==> src/rtl/mem_pkg.sv <==
// mem_pkg: shared constants and types for the burst memory master.
//   AW_DEF / DW_DEF : default address and data widths
//   LEN_W           : width of the burst length field (0 encodes 16)
//   CNT_W           : width of the remaining-beat counter (must hold 16)
//   state_t         : burst FSM state encoding
//   len_to_cnt()    : maps a length field to a beat count
package mem_pkg;

  localparam int AW_DEF = 9;
  localparam int DW_DEF = 16;
  localparam int LEN_W  = 4;
  localparam int CNT_W  = LEN_W + 1;

  typedef enum logic [2:0] {
    ST_IDLE    = 3'd0,
    ST_RD      = 3'd1,
    ST_RD_TAIL = 3'd2,
    ST_WR      = 3'd3,
    ST_WR_DONE = 3'd4
  } state_t;

  // A zero length field means a full 16-beat burst.
  function automatic logic [CNT_W-1:0] len_to_cnt(input logic [LEN_W-1:0] len);
    return (len == '0) ? CNT_W'(1 << LEN_W) : {1'b0, len};
  endfunction

endpackage

==> src/rtl/burst_addr_counter.sv <==
// burst_addr_counter: address pointer and remaining-beat counter for one burst.
//   clk, rst_b   : clock, synchronous active-low reset
//   i_load       : capture i_load_addr / i_load_len (length 0 means 16)
//   i_load_addr  : burst start address
//   i_load_len   : burst length field
//   i_inc        : one beat consumed: address +1 (wraps mod 2^AW), count -1
//   o_addr_q     : current beat address
//   o_last       : current beat is the final one of the burst
module burst_addr_counter
  import mem_pkg::*;
#(
  parameter int AW = AW_DEF
) (
  input  logic             clk,
  input  logic             rst_b,
  input  logic             i_load,
  input  logic [AW-1:0]    i_load_addr,
  input  logic [LEN_W-1:0] i_load_len,
  input  logic             i_inc,
  output logic [AW-1:0]    o_addr_q,
  output logic             o_last
);

  logic [AW-1:0]    r_addr_q;
  logic [CNT_W-1:0] r_cnt_q;

  always_ff @(posedge clk) begin
    if (!rst_b) begin
      r_addr_q <= '0;
      r_cnt_q  <= '0;
    end else if (i_load) begin
      r_addr_q <= i_load_addr;
      r_cnt_q  <= len_to_cnt(i_load_len);
    end else if (i_inc) begin
      // Natural overflow of the AW-bit register gives the modulo wrap.
      r_addr_q <= r_addr_q + AW'(1);
      r_cnt_q  <= r_cnt_q - CNT_W'(1);
    end
  end

  assign o_addr_q = r_addr_q;
  assign o_last   = (r_cnt_q == CNT_W'(1));

endmodule

==> src/rtl/mem_burst_master.sv <==
// mem_burst_master: issues read or write bursts of 1..16 words to a memory
// with a one-cycle synchronous read port.
//   clk, rst_b            : clock, synchronous active-low reset
//   req_valid/req_ready   : command handshake; req_we selects write (1) / read (0)
//   req_addr, req_len     : start address, length (0 encodes 16)
//   wr_valid/wr_ready     : write-beat handshake carrying wr_data
//   rd_valid, rd_data     : read beats, one cycle after each memory read
//   done                  : one-cycle pulse at burst completion
//   mem_read/mem_write    : memory strobes with mem_addr / mem_din; mem_dout returns
//
// state      | meaning
// -----------+-----------------------------------------------
// ST_IDLE    | waiting for a command, req_ready high
// ST_RD      | issuing one memory read per cycle
// ST_RD_TAIL | last read data returning, done pulses
// ST_WR      | forwarding write beats as they arrive
// ST_WR_DONE | all beats written, done pulses
module mem_burst_master
  import mem_pkg::*;
#(
  parameter int AW = AW_DEF,
  parameter int DW = DW_DEF
) (
  input  logic             clk,
  input  logic             rst_b,
  input  logic             req_valid,
  output logic             req_ready,
  input  logic             req_we,
  input  logic [AW-1:0]    req_addr,
  input  logic [LEN_W-1:0] req_len,
  input  logic             wr_valid,
  output logic             wr_ready,
  input  logic [DW-1:0]    wr_data,
  output logic             rd_valid,
  output logic [DW-1:0]    rd_data,
  output logic             done,
  output logic             mem_write,
  output logic             mem_read,
  output logic [AW-1:0]    mem_addr,
  output logic [DW-1:0]    mem_din,
  input  logic [DW-1:0]    mem_dout
);

  state_t        r_state;
  state_t        w_state_n;
  logic          w_load;
  logic          w_inc;
  logic [AW-1:0] w_addr_q;
  logic          w_last;
  logic          w_mem_read;
  logic          w_mem_write;
  logic          r_rd_valid;

  burst_addr_counter #(.AW(AW)) u_cnt (
    .clk         (clk),
    .rst_b       (rst_b),
    .i_load      (w_load),
    .i_load_addr (req_addr),
    .i_load_len  (req_len),
    .i_inc       (w_inc),
    .o_addr_q    (w_addr_q),
    .o_last      (w_last)
  );

  always_ff @(posedge clk) begin
    if (!rst_b) begin
      r_state <= ST_IDLE;
    end else begin
      r_state <= w_state_n;
    end
  end

  always_comb begin
    w_state_n = r_state;
    w_load    = 1'b0;
    w_inc     = 1'b0;
    unique case (r_state)
      ST_IDLE: begin
        if (req_valid) begin
          w_load    = 1'b1;
          w_state_n = req_we ? ST_WR : ST_RD;
        end
      end
      ST_RD: begin
        w_inc = 1'b1;
        if (w_last) w_state_n = ST_RD_TAIL;
      end
      ST_RD_TAIL: w_state_n = ST_IDLE;
      ST_WR: begin
        if (wr_valid) begin
          w_inc = 1'b1;
          if (w_last) w_state_n = ST_WR_DONE;
        end
      end
      ST_WR_DONE: w_state_n = ST_IDLE;
      default:    w_state_n = ST_IDLE;
    endcase
  end

  // Handshakes and strobes are gated by rst_b so nothing happens on a reset cycle.
  assign req_ready   = rst_b & (r_state == ST_IDLE);
  assign wr_ready    = rst_b & (r_state == ST_WR);
  assign w_mem_read  = rst_b & (r_state == ST_RD);
  assign w_mem_write = rst_b & (r_state == ST_WR) & wr_valid;

  assign mem_read  = w_mem_read;
  assign mem_write = w_mem_write;
  assign mem_addr  = (w_mem_read | w_mem_write) ? w_addr_q : '0;
  assign mem_din   = w_mem_write ? wr_data : '0;

  // Read data appears one cycle after the strobe, matching the memory latency.
  always_ff @(posedge clk) begin
    if (!rst_b) begin
      r_rd_valid <= 1'b0;
    end else begin
      r_rd_valid <= w_mem_read;
    end
  end

  assign rd_valid = r_rd_valid;
  assign rd_data  = r_rd_valid ? mem_dout : '0;
  assign done     = rst_b & ((r_state == ST_RD_TAIL) | (r_state == ST_WR_DONE));

endmodule

==> config.mk <==
export PLATFORM = sky130hd
export DESIGN_NAME = mem_burst_master
export DESIGN_NICKNAME = d
export VERILOG_FILES = /design/src/rtl/mem_pkg.sv /design/src/rtl/burst_addr_counter.sv /design/src/rtl/mem_burst_master.sv
export SDC_FILE = /design/constraint.sdc
export NUM_CORES = 1
export LEC_CHECK = 0
export ABC_CLOCK_PERIOD_IN_PS = 1450
export CAP_MARGIN = 10
export CORE_MARGIN = 2
export CORE_UTILIZATION = 31
export DETAILED_ROUTE_END_ITERATION = 6
export PLACE_DENSITY = 0.83
export SLEW_MARGIN = 30
export SYNTH_ARGS = -nofsm -noshare
export SYNTH_HDL_FRONTEND = slang
export SYNTH_SLANG_ARGS = --single-unit
==> constraint.sdc <==
create_clock -name clk -period 1.45 [get_ports clk]
set_clock_uncertainty 0.05 [all_clocks]
set_input_delay 0.29 -clock clk [delete_from_list [all_inputs] [get_ports clk]]
set_output_delay 0.29 -clock clk [all_outputs]
set_load 0.02 [all_outputs]
After elaboration in Yosys (flattened, before gate mapping)

Index checks and enable logic that the tools add are counted.

Register bits: 18
Bits of input ports: 50
Output and inout bits: 47
Word-level logic and storage cells: 44

$add $sub $neg: 2
Equality and inequality tests: 9
Mux-type cells: 18
Bitwise gates (word level): 7
Reductions and logical operators: 4

Operators by type and width:

| cell                | count |
|---|---|
| $mux 16             | 2 |
| $mux 9              | 3 |
| $mux 5              | 3 |
| $mux 3              | 4 |
| $add 9x1->9 const B | 1 |
| $pmux 3 s3          | 1 |
| $eq 3x2->1 const B  | 2 |
| $and 1x1->1         | 5 |
| $eq 5x1->1 const B  | 1 |
| $sub 5x1->5 const B | 1 |
| $logic_not 4->1     | 1 |
| $ne 2x1->1 const B  | 2 |
| $ne 2x2->1 const B  | 2 |
| $reduce_and 4->1    | 1 |
| $eq 3x1->1 const B  | 1 |
| $eq 3x3->1 const B  | 1 |
| $logic_not 3->1     | 1 |
| $mux 1              | 3 |
| $mux 2              | 1 |
| $or 1x1->1          | 2 |
| $pmux 1 s2          | 1 |
| $reduce_bool 2->1   | 1 |

Logic depth before layout (Yosys ltp)

Depth in word-level cells: 5
Mapped depth: 6
Depth with buffers taken out: 6

By module

From an unflattened synthesis, not the netlist that was laid out.

Cell total of the unflattened synthesis: 179
Area, all modules: 1,471.4 µm²

By module, submodules not included:

| module             | times used | cells an instance | area an instance (µm²) | seq. area each (µm²) |
|---|---|---|---|---|
| burst_addr_counter | 1          | 103               | 895.9                  | 280.3 |
| mem_burst_master   | 1          | 76                | 575.6                  | 80.1 |

Worst setup path before layout

No wires, ideal clock.

Path kind: reg2out
Start point: reg r_state[0]
End point: out mem_din[10]
Data arrival time: 1.363 ns
Data required time: 1.110 ns
Slack: -0.253 ns
Cell stages (with the launch flop): 6
Buffers on the path: 2
Path through: dfxtp_1 and2b_4 and4_1 buf_2 buf_4 and2_1

Cells in the longest elaborated chain, start to end: 4

RTL lines:

| what                      | line                    | RTL |
|---|---|---|
| from (decl)               | mem_burst_master.sv:44  | `state_t r_state;` |
| from (signal assigned)    | mem_burst_master.sv:69  | `r_state <= w_state_n;` |
| $eq 3x2->1                | mem_burst_master.sv:104 | `assign w_mem_write = rst_b & (r_state == ST_WR) & wr_valid;` |
| $and 1x1->1 (2 in series) | mem_burst_master.sv:104 |  |
| net mem_write             | mem_burst_master.sv:37  | `output logic mem_write,` |
| $mux 16                   | mem_burst_master.sv:109 | `assign mem_din = w_mem_write ? wr_data : '0;` |
| to (decl)                 | mem_burst_master.sv:40  | `output logic [DW-1:0] mem_din,` |

The timed path passes the listed nets, and every way through them passes these cells.

Final worst setup path

Start point: reg r_state[2]
End point: out mem_din[0]

Cells in the longest elaborated chain, start to end: 4

RTL lines:

| what                      | line |
|---|---|
| $eq 3x2->1                | mem_burst_master.sv:104 |
| $and 1x1->1 (2 in series) | mem_burst_master.sv:104 |
| $mux 16                   | mem_burst_master.sv:109 |

Every way passes these cells.

==> flow_metrics.py <==
metrics = {
    "routing": {
        "dr_wl_met2_um": 3990,
        "wl_per_cell_um": 21.52,
        "wl_met1_um": 3143,
        "vias": 2179,
        "wl_um": 8114,
        "first_pass_iters": 4,
        "drt-initial-drc-count": 219,
        "wl_met3_um": 688,
        "drc_errors": 0,
        "antenna_left": 0,
        "top_layer": "met4",
        "viasPerCell": 5.780,
    },
    "flow_run": {
        "maxCapViolCount": 0,
    },
    "yosys": {
        "yosysWarnings": 0,
        "netlist_area_um2": 1328,
        "async_flop_share_pct": 0,
        "synth_edf_count": 0,
        "syn_inst": 175,
        "avgSynthCellArea_um2": 7.586,
        "yosysSeqAreaShare_pct": 27.14,
        "ys_ff_latch": 18,
        "syn_nets": 228,
        "synthFlopType": "dfxtp_1",
        "yosysUniqueCellTypes": 44,
    },
    "clock_network": {
        "root_buffer": "clkbuf_8",
        "ctsHoldBuffers": 0,
        "cts_max_path_buffers": 2,
        "numCtsBuffers": 3,
        "h-tree-depth": 1,
        "clk_latency_ns": 0.27,
        "clkSinkCount": 18,
        "clkTransAtPathRegs_ns": 0.08,
        "cts_tree": "built",
    },
    "pwr": {
        "combPwrFrac_pct": 68.3,
        "seqPwrFrac_pct": 19.7,
        "p_per_area_nw_per_um2": 1109,
        "finalPower_mw": 3.706,
        "p_switching_mw": 1.551,
        "internal_power_mw": 2.155,
        "p_leak_nw": 1.434,
        "clkPwrFrac_pct": 12.0,
        "vdd_ir_drop_max_uv": 885.1,
        "swShare_pct": 41.86,
    },
    "floorplan": {
        "dieArea_um2": 4822,
        "ioPinCount": 97,
        "coreArea_um2": 4058,
        "die_w_um": 69.44,
        "dieHeight_um": 69.44,
        "rows": 23,
        "start_util_pct": 32.72,
    },
    "layout": {
        "final_cells": 377,
        "fillers": 215,
        "num_antenna_cells": 0,
        "final_common_cell": "buf_6",
        "synthToLayoutAreaGrowth_pct": 151.7,
        "drive_gt1_share_pct": 60.55,
        "final_util_pct": 82.36,
        "fin_nets": 381,
        "final_cell_mix": "buf_6 (52), clkdlybuf4s50_1 (46), buf_4 (37)",
    },
    "timing": {
        "period_needed_ns": 1.846,
        "worst_pin_slew_ns": 0.4465,
        "slew_headroom_pct": 69.96,
        "setup_viol_count_final": 47,
        "timing.fmax_mhz": 541.6,
        "drv_slew": 0,
        "finalWorstSetupSlack_ns": -0.3965,
        "finalHoldViolCount": 0,
        "post-route-period-util_pct": 127.3,
        "rsz0062_at_grt": "true",
    },
    "place": {
        "pre_cts_ws_ns": -0.9123,
        "gp_congestion": 0.8809,
        "port_buffers": 96,
        "dp_hpwl_um": 3945,
        "placed_cells": 348,
    },
    "setup_path": {
        "path_cells": "and2b_4, and4_4, buf_12, and2_2, buf_6",
        "cp-end-kind": "output port",
        "r2r_slack_ns": -0.33,
        "cp_max_fo": 18,
        "path_class": "flip-flop to output port",
        "required_ns": 1.11,
        "cp-start-kind": "flip-flop",
        "slowest_stage": "dfxtp_2",
        "critPathMaxStageDelay_ns": 0.35,
        "arrival_ns": 1.51,
    },
    "grt": {
        "overflow": 0,
        "track_usage_pct": 26.66,
        "grt_pass1_vias": 2040,
        "grt_max_degree": 19,
        "grt_pass1_wl_um": 10340,
        "antenna_found_initial": 0,
    },
    "status": {
        "violations": "negative setup slack",
        "status": "complete, but fails checks",
    },
    "worst_hold_path": {
        "hold_class": "flip-flop to flip-flop",
    },
}
## through the flow
stage	TNS (ns)	cell area [µm²]	hold WS [ns]
CTS	-10.76	3013	0.4178
global route	-15.04	3342	0.4414
detailed placement	-36.67	2696	0.4109
floorplan	-0.7117	1445	0.3760
finish	-13.83	3342	0.4197
global placement	-35.28	2696	0.3944
## registers in the layout, indices dropped and copies added (netlist names)
| register | flops |
|---|---|
| u_cnt.o_addr_q | 9 |
| u_cnt.r_cnt_q | 5 |
| r_state | 3 |
| rd_valid | 1 |
## power groups by stage
stage / Sequential [mW] / Combinational, mW / Clock (mW)
after global routing: 0.740 / 2.63 / 0.465
after CTS: 0.700 / 1.90 / 0.433
after floorplan: 0.699 / 0.734 / 0
after global placement: 0.685 / 1.40 / 0
final: 0.731 / 2.53 / 0.444
after detailed placement: 0.693 / 1.43 / 0
## what timing repair did
action	CTS	global route
hold endpoints to repair	0	0
buffers inserted	15	11
pin swaps	25	38
endpoints found under the setup margin	62	52
cloned	2	0
gates resized for setup	277	85
## cell usage after synthesis, drive strengths merged (3+ instances only)
master	n	area (µm²)
a21oi	16	80.08
a32oi	5	43.79
and2	32	200.2
and3	9	56.30
buf	7	43.79
clkbuf	4	15.01
dfxtp	18	360.4
ha	3	37.54
inv	6	22.52
nand2	14	55.06
nand3	4	20.02
nor2	5	21.27
nor3	9	45.04
o21ai	7	35.03
or3	4	25.02
## worst paths after layout
check,startpoint,to,cells past startpoint
setup / recovery,r_state[2]$_SDFFE_PN0P_,mem_din[0],5
hold / removal,u_cnt.r_cnt_q[1]$_SDFFE_PN0P_,u_cnt.r_cnt_q[1]$_SDFFE_PN0P_,2
setup reg to reg,r_state[1]$_SDFFE_PN0P_,u_cnt.r_cnt_q[2]$_SDFFE_PN0P_,9
hold reg to reg,u_cnt.r_cnt_q[1]$_SDFFE_PN0P_,u_cnt.r_cnt_q[1]$_SDFFE_PN0P_,2
## routing by layer
layer  vias up  GRT usage, %
met5         -             0
met4         0         13.73
met3        39         6.977
met2       171         45.30
met1      1038         30.59
li1        931             -
## kinds of logic after synthesis
logic type,share of synthesized area (%)
compound gates,19.60
simple gates,42.04
flops,27.14
xor+xnor,1.980
fa+ha+maj,2.828
buf+inv,6.408
## layout make-up
| type | instances | area [µm²] | share of cell area [%] |
|---|---|---|---|
| Tap cell | 50 | 62.56 | 1.872 |
| Sequential cell | 18 | 370.4 | 11.08 |
| Inverter | 7 | 26.28 | 0.7862 |
| Multi-Input combinational cell | 140 | 1333 | 39.87 |
| Clock buffer | 4 | 55.05 | 1.647 |
| Timing Repair Buffer | 158 | 1495 | 44.74 |
## critical path, delay by kind of cell (launching register included)
family	cells	cell delay (ns)
buf+inv	2	0.26
flops	1	0.35
simple gates	3	0.64
Power figures use the tool's default switching activity.
